--- src/rtl/simple_pll_pkg.sv ---
// Shared types and constants for the simple PLL lock detector.
package simple_pll_pkg;

    // Lock-detector FSM states
    typedef enum logic [1:0] {
        IDLE    = 2'd0,
        ACQUIRE = 2'd1,
        LOCKED  = 2'd2
    } lock_state_t;

    // Width of the optional bad-period / timeout statistics counter
    localparam int ERR_COUNT_W = 16;

endpackage : simple_pll_pkg

--- src/rtl/simple_pll_sync2.sv ---
// Two-flop synchronizer bringing an asynchronous level into the in_clock
// domain. Both flops clear to 0 on a synchronous active-high reset.
module simple_pll_sync2 (
    input  logic in_clock,
    input  logic reset,
    input  logic i_d,
    output logic o_q
);

    logic r_s1;
    logic r_s2;

    // Two-stage resynchronization of the asynchronous input
    always_ff @(posedge in_clock) begin
        if (reset) begin
            r_s1 <= 1'b0;
            r_s2 <= 1'b0;
        end else begin
            r_s1 <= i_d;
            r_s2 <= r_s1;
        end
    end

    assign o_q = r_s2;

endmodule : simple_pll_sync2

--- src/rtl/simple_pll_lock_detect.sv ---
// Lock detector for the divided PLL clock. pll_clock is sampled as data in
// the in_clock domain; the number of in_clock cycles between its rising
// edges is measured, and locked asserts after LOCK_COUNT consecutive
// in-tolerance periods.
// Optional feature macro: SIMPLE_PLL_LOCK_STATS_EN adds the err_count port,
// a saturating count of bad periods and timeouts seen outside IDLE.
module simple_pll_lock_detect
    import simple_pll_pkg::*;
#(
    parameter int PERIOD_W        = 8,
    parameter int EXPECTED_PERIOD = 64,
    parameter int TOLERANCE       = 1,
    parameter int LOCK_COUNT      = 4,
    parameter int LOCK_W          = 3
) (
    input  logic                   in_clock,
    input  logic                   reset,
    input  logic                   pll_clock,
    output logic                   locked,
    output logic [PERIOD_W-1:0]    period,
    output logic                   period_valid,
`ifdef SIMPLE_PLL_LOCK_STATS_EN
    output logic                   lock_lost,
    output logic [ERR_COUNT_W-1:0] err_count
`else
    output logic                   lock_lost
`endif
);

    // Constants sized to the arithmetic they take part in; the tolerance
    // window is evaluated one bit wider than the counter so it cannot wrap.
    localparam logic [PERIOD_W:0]   EXP_W       = (PERIOD_W+1)'(EXPECTED_PERIOD);
    localparam logic [PERIOD_W:0]   TOL_W       = (PERIOD_W+1)'(TOLERANCE);
    localparam logic [PERIOD_W-1:0] TIMEOUT_CNT = PERIOD_W'(EXPECTED_PERIOD + TOLERANCE);
    localparam logic [LOCK_W-1:0]   LOCK_TGT    = LOCK_W'(LOCK_COUNT);

    // Saturating increment of the period counter
    function automatic logic [PERIOD_W-1:0] sat_inc_period(input logic [PERIOD_W-1:0] v);
        return (&v) ? v : v + 1'b1;
    endfunction

    logic                w_s2;
    logic                r_s3;
    logic                w_edge;
    logic [PERIOD_W-1:0] r_period_cnt;
    logic [PERIOD_W:0]   w_meas;
    logic                w_good;
    logic                w_timeout;

    lock_state_t         r_state;
    lock_state_t         w_next_state;
    logic [LOCK_W-1:0]   r_good_cnt;
    logic [LOCK_W-1:0]   w_next_good;
    logic [LOCK_W-1:0]   w_good_inc;
    logic                r_locked;
    logic                w_next_locked;
    logic                r_lock_lost;
    logic                w_lock_lost_d;
    logic                r_period_valid;
    logic                w_period_upd;
    logic [PERIOD_W-1:0] r_period;

    simple_pll_sync2 u_sync (
        .in_clock (in_clock),
        .reset    (reset),
        .i_d      (pll_clock),
        .o_q      (w_s2)
    );

    // History flop for rising-edge detection after the synchronizer
    always_ff @(posedge in_clock) begin
        if (reset) begin
            r_s3 <= 1'b0;
        end else begin
            r_s3 <= w_s2;
        end
    end

    assign w_edge     = w_s2 & ~r_s3;
    assign w_meas     = {1'b0, r_period_cnt} + 1'b1;
    assign w_good     = (w_meas >= EXP_W) ? ((w_meas - EXP_W) <= TOL_W)
                                          : ((EXP_W - w_meas) <= TOL_W);
    // A coincident edge takes priority, so timeout only exists without one
    assign w_timeout  = ~w_edge & (r_period_cnt == TIMEOUT_CNT);
    assign w_good_inc = r_good_cnt + 1'b1;

    // Next-state, good-period count and lock-flag decisions
    always_comb begin
        w_next_state  = r_state;
        w_next_good   = r_good_cnt;
        w_next_locked = r_locked;
        w_lock_lost_d = 1'b0;
        w_period_upd  = 1'b0;
        unique case (r_state)
            IDLE: begin
                if (w_edge) begin
                    w_next_state = ACQUIRE;
                    w_next_good  = '0;
                end
            end
            ACQUIRE: begin
                if (w_edge) begin
                    w_period_upd = 1'b1;
                    if (w_good) begin
                        w_next_good = w_good_inc;
                        if (w_good_inc == LOCK_TGT) begin
                            w_next_state  = LOCKED;
                            w_next_locked = 1'b1;
                        end
                    end else begin
                        w_next_good = '0;
                    end
                end else if (w_timeout) begin
                    w_next_state = IDLE;
                end
            end
            LOCKED: begin
                if (w_edge) begin
                    w_period_upd = 1'b1;
                    if (!w_good) begin
                        w_next_state  = ACQUIRE;
                        w_next_good   = '0;
                        w_next_locked = 1'b0;
                        w_lock_lost_d = 1'b1;
                    end
                end else if (w_timeout) begin
                    w_next_state  = IDLE;
                    w_next_locked = 1'b0;
                    w_lock_lost_d = 1'b1;
                end
            end
            default: begin
                w_next_state  = IDLE;
                w_next_good   = '0;
                w_next_locked = 1'b0;
            end
        endcase
    end

    // FSM state and registered lock flags
    always_ff @(posedge in_clock) begin
        if (reset) begin
            r_state     <= IDLE;
            r_good_cnt  <= '0;
            r_locked    <= 1'b0;
            r_lock_lost <= 1'b0;
        end else begin
            r_state     <= w_next_state;
            r_good_cnt  <= w_next_good;
            r_locked    <= w_next_locked;
            r_lock_lost <= w_lock_lost_d;
        end
    end

    // Period counter and measured-period register
    always_ff @(posedge in_clock) begin
        if (reset) begin
            r_period_cnt   <= '0;
            r_period       <= '0;
            r_period_valid <= 1'b0;
        end else begin
            r_period_cnt   <= w_edge ? '0 : sat_inc_period(r_period_cnt);
            r_period_valid <= w_period_upd;
            if (w_period_upd) begin
                r_period <= w_meas[PERIOD_W-1:0];
            end
        end
    end

`ifdef SIMPLE_PLL_LOCK_STATS_EN
    logic [ERR_COUNT_W-1:0] r_err_count;
    logic                   w_err_hit;

    // Saturating increment of the error statistics counter
    function automatic logic [ERR_COUNT_W-1:0] sat_inc_err(input logic [ERR_COUNT_W-1:0] v);
        return (&v) ? v : v + 1'b1;
    endfunction

    assign w_err_hit = (r_state != IDLE) & ((w_edge & ~w_good) | w_timeout);

    // Count bad periods and timeouts while acquiring or locked
    always_ff @(posedge in_clock) begin
        if (reset) begin
            r_err_count <= '0;
        end else if (w_err_hit) begin
            r_err_count <= sat_inc_err(r_err_count);
        end
    end

    assign err_count = r_err_count;
`endif

    assign locked       = r_locked;
    assign lock_lost    = r_lock_lost;
    assign period       = r_period;
    assign period_valid = r_period_valid;

endmodule : simple_pll_lock_detect
--- config.mk ---
export PLATFORM = sky130hd
export DESIGN_NAME = simple_pll_lock_detect
export DESIGN_NICKNAME = d
export VERILOG_FILES = /design/src/rtl/simple_pll_pkg.sv /design/src/rtl/simple_pll_sync2.sv /design/src/rtl/simple_pll_lock_detect.sv
export SDC_FILE = /design/constraint.sdc
export NUM_CORES = 1
export LEC_CHECK = 0
export BUFFER_PORTS_ARGS = -buffer_cell sky130_fd_sc_hd__buf_2
export CORE_ASPECT_RATIO = 0.8
export CORE_UTILIZATION = 35
export DETAILED_ROUTE_END_ITERATION = 7
export PLACE_DENSITY = 0.64
export SYNTH_ARGS = -nofsm -noshare
export SYNTH_HDL_FRONTEND = slang
export SYNTH_SLANG_ARGS = --single-unit
--- constraint.sdc ---
create_clock -name in_clock -period 3.05 [get_ports in_clock]
set_input_delay 0.4575 -clock in_clock [delete_from_list [all_inputs] [get_ports in_clock]]
set_output_delay 0.4575 -clock in_clock [all_outputs]
set_load 0.005 [all_outputs]
==> key figures <==
Logic synthesis
  • Compound-Gate Fraction of Synth Area: 0.210
  • Most used DFF post-synth: sky130_fd_sc_hd__dfxtp_1
  • Avg Inst Size Synth: 7.97 sq um
  • Post-synthesis cell type count: 46
  • Number of enable-type register cells in the synthesized netlist: 0
  • Leading post-synthesis cells by instance count: sky130_fd_sc_hd__dfxtp_1 (27), sky130_fd_sc_hd__nor2_1 (26), sky130_fd_sc_hd__nand2_1 (20)
  • Yosys reg bits: 27
  • Fraction of synthesized cell area taken by the top area cell type: 0.325
  • Largest cells by area after synthesis: sky130_fd_sc_hd__dfxtp_1 (32%), sky130_fd_sc_hd__ha_1 (9.8%), sky130_fd_sc_hd__nor2_1 (5.9%)
  • Sequential-to-total area share from yosys stat: 0.325
  • Top-count cell post-synth: sky130_fd_sc_hd__dfxtp_1
  • Cell type with the largest total area after synthesis: sky130_fd_sc_hd__dfxtp_1
  • Synthesized-area fraction occupied by xor and xnor cells: 0.0263
  • Post-Synthesis Cells: 209
  • Net Count, Synth: 225
  • Synth warn: 0
  • Adder-cell area share of the yosys netlist: 0.0977
  • Netlist area before placement: 1670 sq um
  • Proportion of synthesized area in mux cells: 0.00601
  • Main combinational cell family by area after synthesis: simple AND/OR/NAND/NOR gates
  • Proportion of synthesized flip-flops having asynchronous set or reset: 0
  • Simple-Gate Fraction of Synth Area: 0.269

STA
  • Setup TNS after final layout: 0 ns
  • Fin Clk Skew: 0.00459 ns
  • Final slew viol count: 0
  • Max_slew headroom: 0.608
  • Crit share post-route: 0.926
  • Final number of hold-violating endpoints: 0
  • Unrepaired setup endpoints after global routing: false
  • Achievable Freq: 0.354 GHz
  • Post-layout min period: 2.82 ns
  • Tightest Pin Transition: 0.587 ns
  • Count of final setup violators: 0

Critical path
  • Kind of critical path: reg2reg
  • CP endpoint kind: flop
  • Worst endpoint required time: 3.25 ns
  • Critical path launch point type: flop
  • Highest net fanout along the worst path: 6
  • Max stage delay on crit path: 0.38 ns
  • Critical Path, Cell by Cell: buf_4 > nand3_1 > o31a_1 > nor2_1 > ha_1 > a21oi_1 > o21ai_0 > a211oi_1 > o21ai_1 > a21oi_2 > buf_4 > nor4b_4 > a31oi_1 > a21oi_1
  • Worst EP arrival: 3.03 ns
  • Critical path's slowest cell: sky130_fd_sc_hd__dfxtp_2

Final layout
  • Final-stage net count: 240
  • Diodes inserted: 0
  • Layout-stage area growth over the synthesis result: 13.3%
  • Storage cell area: 544 sq um
  • Area of the multi-input gates: 1040 sq um
  • Fill cell instance count of the final layout: 480
  • Share of layout cells above drive strength 1: 0.170

Die
  • Core Region: 4570 sq um
  • Die span in x: 79.1 um
  • Die Outline Area: 5040 sq um
  • Top-level I/O count: 14
  • Core Rows: 22
  • Starting density of the core: 0.364
  • Vertical die dimension: 63.7 um

Power and ir drop
  • Switching share of power: 0.329
  • Leakage dissipation: 0.768 nW
  • VDD IR-drop max: 0.000205 V
  • Sequential Power Share: 0.463
  • Net load switching power: 285 uW
  • Cell Pwr Density: 460 nW/um^2
  • Cell-internal power: 582 uW
  • Final Power: 867 uW
  • Fraction of power consumed by combinational cells: 0.307
  • Fraction of power consumed by the clock network: 0.230

Place
  • Placer Congestion: 0.922
  • Port Buf Inserts: 13
  • DPL Wire Length: 2780 um

Global routing
  • Initial antenna violation count: 0
  • Via count of the first global-routing pass: 1328
  • Largest net degree at the start of global routing: 23
  • Final global-route overflow total: 0
  • Wire length of the first global-routing pass: 6320 um
  • Total global-route track usage: 0.157

Clock tree
  • Clock Root Buffer: sky130_fd_sc_hd__clkbuf_8
  • Clock net sink count: 27
  • Setup Fix Bufs, Post-CTS: 0
  • Clock latency on the worst-skew pair: 0.27 ns
  • Num CTS Buffers: 3
  • Buffer levels on the longest clock path: 2
  • CTS tree: built
  • Post-CTS Hold Buffers: 0
  • Maximum level of the CTS H-tree: 1
  • Clock transition time at the flip-flop clock pins of the worst setup and hold paths: 0.09 ns

Routing
  • Post-route ant nets: 0
  • Drt wl/cell: 13.0 um
  • Detailed-route via count: 1469
  • Final wirelength: 3680 um
  • DRC violation count after routing: 0
  • Starting DRC count in detailed routing: 129
  • Number of detailed-route iterations in the first pass: 5
  • Via-per-instance ratio: 5.19

Run
  • Max-cap violation count: 0

Outcome
  • Status: completed

Hold path
  • Hold/Removal Path Class: in2reg
==> power groups by stage <==
stage / sequential (mW) / clock [mW] / combinational (mW)
6_report: 0.402 / 0.199 / 0.266
5_1_grt: 0.406 / 0.223 / 0.296
4_1_cts: 0.400 / 0.205 / 0.258
3_5_place_dp: 0.408 / 0 / 0.256
3_3_place_gp: 0.408 / 0 / 0.257
2_1_floorplan: 0.407 / 0 / 0.197
==> cells by family (layout without fill, tap and decap cells) <==
kind of cell	count (synthesis)	count (layout)
xor+xnor	5	5
compound gates	53	53
simple gates	87	87
mux	1	1
flops	27	27
buf+inv	23	37
fa+ha+maj	13	13
==> critical path: cells and delay by family (launching register included) <==
family | cells | cell delay, ns
AND/OR/NAND/NOR | 3 | 0.63
flip-flops | 1 | 0.38
adder cells (fa/ha/maj) | 1 | 0.23
buffers and inverters | 2 | 0.31
AO/OA/AOI/OAI | 8 | 1.20
==> flip-flops by register name, indices dropped and copies added (netlist names) <==
register,count
locked,1
r_state,2
u_sync.r_s1,1
u_sync.o_q,1
r_good_cnt,3
r_s3,1
period,8
lock_lost,1
r_period_cnt,8
period_valid,1
==> through the flow <==
step | std cells | worst slack [ns] | utilization | instance area, sq um | hold slack [ns]
final | 283 | 0.225 | 0.413 | 1890 | 0.395
after global routing | 283 | 0.00256 | 0.413 | 1890 | 0.386
after detailed placement | 279 | 0.0172 | 0.397 | 1810 | 0.437
after floorplan | 209 | 0.135 | - | 1670 | 0.414
after global placement | 279 | 0.0862 | 0.397 | 1810 | 0.422
after CTS | 283 | 0.0512 | 0.407 | 1860 | 0.389
==> metal layers <==
layer / GRT usage / up-vias / share of wire / wire (um)
met4: 0.0295 / 0 / 0.0052 / 19
met3: 0.0377 / 2 / 0.065 / 240
met5: 0 / - / 0 / 0
met1: 0.236 / 663 / 0.53 / 1950
li1: - / 761 / - / -
met2: 0.223 / 43 / 0.40 / 1460
==> layout make-up <==
type | instances | share of cell area
sequential | 27 | 0.288
tap | 60 | 0.0398
inverter | 8 | 0.0159
multi-input combinational | 159 | 0.550
clock buffer | 4 | 0.0239
timing repair buffer | 25 | 0.0822
==> path summary, 6_finish.rpt <==
kind / startpoint / endpoint / slack [ns] / depth (start not counted)
max: r_period_cnt[1]$_SDFFE_PP0N_ / r_state[1]$_SDFFE_PP0P_ / 0.23 / 14
min: pll_clock / u_sync.r_s1$_SDFF_PP0_ / 0.40 / 2
min reg2reg: u_sync.r_s1$_SDFF_PP0_ / u_sync.o_q$_SDFF_PP0_ / 0.44 / 1
max reg2reg: r_period_cnt[1]$_SDFFE_PP0N_ / r_state[1]$_SDFFE_PP0P_ / 0.23 / 14
==> placed cells by master, fill, tap and decap left out, drive strengths merged, types with 6 or more instances in the layout <==
cell    instances
dfxtp          27
nor2           26
buf            25
nand2          20
a21oi          20
ha             13
nor3            9
a211oi          9
inv             8
nand4           6
==> what timing repair did <==
action	CTS	global route
pin swaps	0	2
endpoints found under the setup margin	1	5
gates resized for setup	1	6
Note: power is estimated with default switching activity, not from simulation.
